==> src/rtl/mem_arbiter.sv <==
// mem_arbiter: req/ack arbiter that shares one single-port memory between instruction fetch and the LSU.
// Defining MEM_ARB_ROUND_ROBIN_EN replaces fixed data priority (with starvation counter) by round-robin.
module mem_arbiter #(
  parameter int STARVE_LIMIT = 4
) (
  input  logic        clk,
  input  logic        reset_n,
  input  logic        i_req,
  input  logic [31:0] i_addr,
  output logic [31:0] i_rdata,
  output logic        i_ack,
  input  logic        d_req,
  input  logic        d_we,
  input  logic [31:0] d_addr,
  input  logic [31:0] d_wdata,
  output logic [31:0] d_rdata,
  output logic        d_ack,
  output logic [31:0] mem_addr,
  output logic [31:0] mem_wdata,
  output logic        mem_write,
  input  logic [31:0] mem_rdata
);
  typedef enum logic [1:0] {IDLE = 2'd0, ACCESS = 2'd1, RESP = 2'd2} state_t;

  state_t      state_q, state_d;
  logic        owner_q, owner_d;   // 1 = data port owns the current access
  logic        we_q, we_d;
  logic [31:0] addr_q, addr_d;
  logic [31:0] wdata_q, wdata_d;
  logic [31:0] i_rdata_q, i_rdata_d;
  logic [31:0] d_rdata_q, d_rdata_d;
  logic        i_ack_q, i_ack_d;
  logic        d_ack_q, d_ack_d;
  logic        data_wins;

`ifdef MEM_ARB_ROUND_ROBIN_EN
  logic rr_q, rr_d;  // 1 = data port wins the next contested arbitration
  always_comb begin
    data_wins = d_req;
    if (i_req && d_req) data_wins = rr_q;
  end
`else
  localparam logic [3:0] LIMIT = 4'(STARVE_LIMIT);
  logic [3:0] starve_q, starve_d;
  always_comb begin
    data_wins = d_req;
    if (i_req && d_req) data_wins = (starve_q < LIMIT);
  end
`endif

  always_comb begin
    state_d   = state_q;
    owner_d   = owner_q;
    we_d      = we_q;
    addr_d    = addr_q;
    wdata_d   = wdata_q;
    i_rdata_d = i_rdata_q;
    d_rdata_d = d_rdata_q;
    i_ack_d   = 1'b0;
    d_ack_d   = 1'b0;
`ifdef MEM_ARB_ROUND_ROBIN_EN
    rr_d      = rr_q;
`else
    starve_d  = starve_q;
`endif
    case (state_q)
      IDLE: begin
        if (i_req || d_req) begin
          state_d = ACCESS;
          owner_d = data_wins;
          we_d    = data_wins & d_we;
          addr_d  = data_wins ? d_addr : i_addr;
          if (data_wins) wdata_d = d_wdata;
`ifdef MEM_ARB_ROUND_ROBIN_EN
          if (i_req && d_req) rr_d = ~data_wins;
`else
          // Saturate so a long data burst cannot wrap the counter back below the limit.
          if (!data_wins) starve_d = 4'd0;
          else if (i_req && (starve_q != 4'hF)) starve_d = starve_q + 4'd1;
`endif
        end
      end
      ACCESS: begin
        state_d = RESP;
        i_ack_d = ~owner_q;
        d_ack_d = owner_q;
        if (!we_q) begin
          if (owner_q) d_rdata_d = mem_rdata;
          else         i_rdata_d = mem_rdata;
        end
      end
      RESP:    state_d = IDLE;
      default: state_d = IDLE;
    endcase
  end

  always_ff @(posedge clk or negedge reset_n) begin
    if (!reset_n) begin
      state_q   <= IDLE;
      owner_q   <= 1'b0;
      we_q      <= 1'b0;
      addr_q    <= '0;
      wdata_q   <= '0;
      i_rdata_q <= '0;
      d_rdata_q <= '0;
      i_ack_q   <= 1'b0;
      d_ack_q   <= 1'b0;
`ifdef MEM_ARB_ROUND_ROBIN_EN
      rr_q      <= 1'b1;
`else
      starve_q  <= 4'd0;
`endif
    end else begin
      state_q   <= state_d;
      owner_q   <= owner_d;
      we_q      <= we_d;
      addr_q    <= addr_d;
      wdata_q   <= wdata_d;
      i_rdata_q <= i_rdata_d;
      d_rdata_q <= d_rdata_d;
      i_ack_q   <= i_ack_d;
      d_ack_q   <= d_ack_d;
`ifdef MEM_ARB_ROUND_ROBIN_EN
      rr_q      <= rr_d;
`else
      starve_q  <= starve_d;
`endif
    end
  end

  // Write strobe is decoded from state so an asynchronous reset kills it at once.
  assign mem_write = (state_q == ACCESS) && we_q && owner_q;
  assign mem_addr  = addr_q;
  assign mem_wdata = wdata_q;
  assign i_rdata   = i_rdata_q;
  assign d_rdata   = d_rdata_q;
  assign i_ack     = i_ack_q;
  assign d_ack     = d_ack_q;
endmodule

==> config.mk <==
export PLATFORM = sky130hd
export DESIGN_NAME = mem_arbiter
export DESIGN_NICKNAME = d
export VERILOG_FILES = /design/src/rtl/mem_arbiter.sv
export SDC_FILE = /design/constraint.sdc
export NUM_CORES = 1
export LEC_CHECK = 0
export CORE_MARGIN = 2
export CORE_UTILIZATION = 57
export DETAILED_ROUTE_END_ITERATION = 7
export DONT_BUFFER_PORTS = 1
export PLACE_DENSITY = 0.72
export SYNTH_ARGS = -nofsm -noshare
export SYNTH_HDL_FRONTEND = slang
export SYNTH_SLANG_ARGS = --single-unit
==> constraint.sdc <==
create_clock -name clk -period 3.2 [get_ports clk]
set_input_delay 0.32 -clock clk [delete_from_list [all_inputs] [get_ports clk]]
set_output_delay 0.32 -clock clk [all_outputs]
set_load 0.03 [all_outputs]
==> impl_metrics.tcl, run 1 <==
set metrics [dict create \
    cts_buffers 17 \
    cts_sinks 138 \
    outcome "aborted with a tool error" \
    lastStage "4_1_cts" \
    io_buffers 0 \
    synthCells 426 \
    cts_root_buf "clkbuf_8" \
    io_pins 264 \
    synth_cell_type_count 30 \
    die_w_um 105 \
    post_cts_buffers 0 \
    post_cts_resized 0 \
    ys.flop_type "dfrtp_1" \
    placementRows 36 \
    holdBufCountCts 113 \
    h-tree-depth 4 \
    synth_edf_count 0 \
    yosys_warnings 0 \
    yosysSeqAreaShare 0.590 \
    syn_nets 560 \
    fp.dieH_um 105 \
    async_flop_share 1.00 \
    error "[ERROR RSZ-0060] Max buffer count reached." \
    netlist_area_mm2 0.00585 \
    initial_utilization 0.593 \
    synth_seq_cells 138 \
    post-place-ws_ps 1040 \
    syn_area_per_cell_um2 13.7 \
    hpwlAfterDp_mm 8.60 \
    clockBufferDepth 2 \
    place_congestion 0.777 \
]
-- synth_stat cells (all sizes together) (2+ instances only) --
library cell	instances	area, um2
o21ai	4	23.8
buf	23	158
inv	37	139
and2	3	21.3
nor2	3	13.8
dfrtp	138	3450
nand3	33	170
clkbuf	12	45.0
nand4	33	206
nand2	2	7.51
nor3	3	25.0
mux2	96	1080
o221ai	32	449
-- metrics by stage --
| stage | instance area, um2 | cells |
|---|---|---|
| 3_3_place_gp | 5870 | 529 |
| 3_5_place_dp | 5870 | 529 |
| 2_1_floorplan | 5850 | 426 |
-- cells by family after synthesis --
kind of cell,after synthesis,share of synthesized area
adder cells (fa/ha/maj),1,0.00214
multiplexers,96,0.185
AND/OR/NAND/NOR,81,0.0806
flip-flops,138,0.590
AO/OA/AOI/OAI,38,0.0844
buffers and inverters,72,0.0583
==> inputs of run 2 (changes only) <==
--- a/config.mk
+++ b/config.mk
@@ -6,10 +6,10 @@
 export NUM_CORES = 1
 export LEC_CHECK = 0
 export CORE_MARGIN = 2
-export CORE_UTILIZATION = 57
+export CORE_UTILIZATION = 40
 export DETAILED_ROUTE_END_ITERATION = 7
 export DONT_BUFFER_PORTS = 1
-export PLACE_DENSITY = 0.72
+export PLACE_DENSITY_LB_ADDON = 0.15
 export SYNTH_ARGS = -nofsm -noshare
 export SYNTH_HDL_FRONTEND = slang
 export SYNTH_SLANG_ARGS = --single-unit
==> impl_metrics.tcl, run 2 <==
set metrics [dict create \
    ys.flop_type "dfrtp_1" \
    clkTransAtPathRegs_ps 60 \
    die-area_mm2 0.0156 \
    area.growth.synth_to_final_pct 12.9 \
    r2r-start "state_q[1]" \
    arrival_ps 1520 \
    synth_cell_type_count 30 \
    num_vias 3431 \
    grt-ovfl-total 0 \
    worstMarginPinSlew_ps 943 \
    combinationalPowerShare 0.203 \
    outcome "complete, but fails checks" \
    synth_seq_cells 138 \
    yosysSeqAreaShare 0.590 \
    seqPwrFrac 0.557 \
    grt_max_degree 139 \
    cts_buffers 17 \
    slowest_stage "dfrtp_1" \
    post-place-ws_ps 1370 \
    nets 551 \
    p_sw_uw 3980 \
    ir_worst_vdd_mv 0.447 \
    cp_top_family "simple AND/OR/NAND/NOR gates" \
    place_congestion 0.712 \
    post_cts_buffers 0 \
    syn_nets 560 \
    end_kind "output port" \
    hp-class "primary input to asynchronous set/reset pin" \
    synthTopCellsByCount "dfrtp_1, mux2_1, inv_1" \
    clockPowerShare 0.240 \
    placed_area_mm2 0.00595 \
    cts_root_buf "clkbuf_16" \
    hold_ws_ps -394 \
    internal-power_uw 4900 \
    timing.final.hold_violations 138 \
    min_period_ps 1840 \
    h-tree-depth 4 \
    cts_sinks 138 \
    netlist_area_mm2 0.00585 \
    antenna_found_initial 0 \
    path_class "register to output port" \
    final_layout_size_suffix_gt1_frac 0.174 \
    relSlewSlack 0.371 \
    io_pins 264 \
    start_kind "register" \
    crit_chain "nand2b_1 -> nor3_1 -> buf_4" \
    synth_area_leader_cell "dfrtp_1" \
    fp.dieH_um 125 \
    min_period_over_period 0.574 \
    grt_pass1_wl_mm 19.9 \
    max-cap-violations 0 \
    hpwlAfterDp_mm 8.25 \
    swShare 0.448 \
    clock_skew_ps 7.60 \
    mostFrequentLayoutCells "dfrtp_1, mux2_1, inv_1" \
    first_iter_violations 131 \
    track_usage 0.161 \
    clk_latency_ps 410 \
    crit_required_ps 2880 \
    initial_utilization 0.406 \
    worst_slack_ps 1360 \
    post_cts_resized 0 \
    synth_edf_count 0 \
    wl_per_cell_um 20.3 \
    coreArea_mm2 0.0144 \
    die_w_um 125 \
    firstDrtPassIters 4 \
    slew_viol_final 0 \
    violations "negative hold slack" \
    crit_fanout 6 \
    synthCells 426 \
    clockBufferDepth 2 \
    yosys-top-cells-area "dfrtp_1, mux2_1, o221ai_2" \
    critPathMaxStageDelay_ps 410 \
    r2r_cells 4 \
    yosysMostFrequentCell "dfrtp_1" \
    syn_area_per_cell_um2 13.7 \
    rrSetupSlack_ps 1380 \
    yosys_warnings 0 \
    tns_ps 0 \
    cts_tree "built" \
    layout_commonest_cell "dfrtp_1" \
    worst-path-buf-inv 1 \
    io_buffers 0 \
    p_per_area_mw_per_mm2 1340 \
    async_flop_share 1.00 \
    diodes 0 \
    drc 0 \
    grt_pass1_vias 3583 \
    rsz0062_at_grt "no" \
    wl_mm 12.5 \
    final_cell_area_mm2 0.00661 \
    synth_top_area_frac 0.590 \
    clock.fmax_ghz 0.545 \
    leakage_uw 0.00280 \
    placementRows 44 \
    ant_nets 0 \
    setup_viol 0 \
    r2r-end "d_rdata[17]" \
    viasPerCell 5.59 \
]
-- run 2: cell counts after synthesis --
Identical to the previous run, type by type.
-- run 2: area by class of cell --
cell class | count | area [um2]
multi-input combinational | 216 | 2080
tap | 184 | 230
clock inverter | 10 | 160
sequential | 138 | 3450
clock buffer | 22 | 494
timing repair buffer | 7 | 52.6
fill | 1312 | 7820
inverter | 37 | 139
-- run 2: worst max path at each step --
stage | from | to | slack, ps | cells after the start
after floorplan | state_q[1] | mem_write | 1600 | 2
after global placement | state_q[1] | i_rdata[22] | 1440 | 4
after detailed placement | state_q[1] | d_rdata[17] | 1370 | 4
after CTS | state_q[1] | mem_write | 1330 | 3
after global routing | state_q[1] | d_rdata[8] | 1250 | 4
final | state_q[1] | mem_write | 1360 | 3
-- run 2: cells by family (layout without fill, tap and decap cells) --
| family | count (synthesis) | after routing | synth area share |
|---|---|---|---|
| compound gates | 38 | 38 | 0.0844 |
| fa+ha+maj | 1 | 1 | 0.00214 |
| buf+inv | 72 | 76 | 0.0583 |
| flops | 138 | 138 | 0.590 |
| mux | 96 | 96 | 0.185 |
| simple gates | 81 | 81 | 0.0806 |
-- run 2: power by group through the flow --
stage	sequential (uW)	clock, uW	combinational, uW
final	4940	2130	1800
after CTS	4960	2190	1850
after floorplan	4740	0	1660
after global placement	4990	0	1750
after global routing	5040	2270	2010
after detailed placement	4980	0	1850
-- run 2: metrics by stage --
step	util	hold slack [ps]	std cells	power (uW)
2_1_floorplan	-	24.4	426	6400
3_3_place_gp	0.413	27.6	582	6740
3_5_place_dp	0.413	27.1	582	6840
4_1_cts	0.458	-419	614	9000
5_1_grt	0.458	-425	614	9320
6_report	0.458	-394	614	8870
-- run 2: routing by layer --
metal,wire [um],global-route usage,vias up
li1,-,-,1534
met1,4980,0.197,1710
met2,6020,0.251,174
met3,1270,0.0732,13
met4,171,0.0588,0
met5,0,0,-
(Power assumes the default switching activity.)
==> inputs of run 3 (changes only) <==
==> constraint.sdc (replaced) <==
create_clock -name clk -period 1.9 [get_ports clk]
set_input_delay 0.19 -clock clk [delete_from_list [all_inputs] [get_ports clk]]
set_output_delay 0.19 -clock clk [all_outputs]
set_load 0.03 [all_outputs]
==> impl_metrics.tcl, run 3 <==
set metrics [dict create \
    outcome "aborted with a tool error" \
    lastStage "4_1_cts" \
    error "[ERROR RSZ-0060] Max buffer count reached." \
    syn_area_per_cell_um2 13.7 \
    yosysSeqAreaShare 0.590 \
    synth_cell_type_count 30 \
    synthSimpleGateAreaFrac 0.0806 \
    synth_edf_count 0 \
    holdBufCountCts 125 \
    fp.dieH_um 125 \
    synthCells 426 \
    cts_root_buf "clkbuf_16" \
    initial_utilization 0.406 \
    synth-xor-area-share 0 \
    placementRows 44 \
    post_cts_resized 0 \
    cts_sinks 138 \
    h-tree-depth 4 \
    synth_compound_area_frac 0.0844 \
    clockBufferDepth 2 \
    async_flop_share 1.00 \
    muxShareOfSynthArea 0.185 \
    synth_top_area_frac 0.590 \
    yosys_warnings 0 \
    die_w_um 125 \
    syn_nets 560 \
    yosysMostFrequentCell "dfrtp_1" \
    netlist_area_mm2 0.00585 \
    synth_seq_cells 138 \
    ys.flop_type "dfrtp_1" \
    io_buffers 0 \
    place_congestion 0.740 \
    synth_top_family_by_area "multiplexers" \
    synthTopCellsByCount "dfrtp_1, mux2_1, inv_1" \
    io_pins 264 \
    post_cts_buffers 0 \
    cts_buffers 17 \
    synth-adder-area-share 0.00214 \
    yosys-top-cells-area "dfrtp_1, mux2_1, o221ai_2" \
    dp_cells 587 \
    synth_area_leader_cell "dfrtp_1" \
    hpwlAfterDp_mm 8.50 \
]
-- run 3: cell counts after synthesis --
No cell type changed its count.
-- run 3: through the flow --
step,hold slack (ps),area (um2),utilization,setup WS [ps]
2_1_floorplan,-106,5850,-,386
3_3_place_gp,-103,6040,0.419,296
3_5_place_dp,-103,6040,0.419,235
-- run 3: logic make-up after synthesis --
logic type / count (synthesis)
buf+inv: 72
simple gates: 81
compound gates: 38
flops: 138
mux: 96
fa+ha+maj: 1
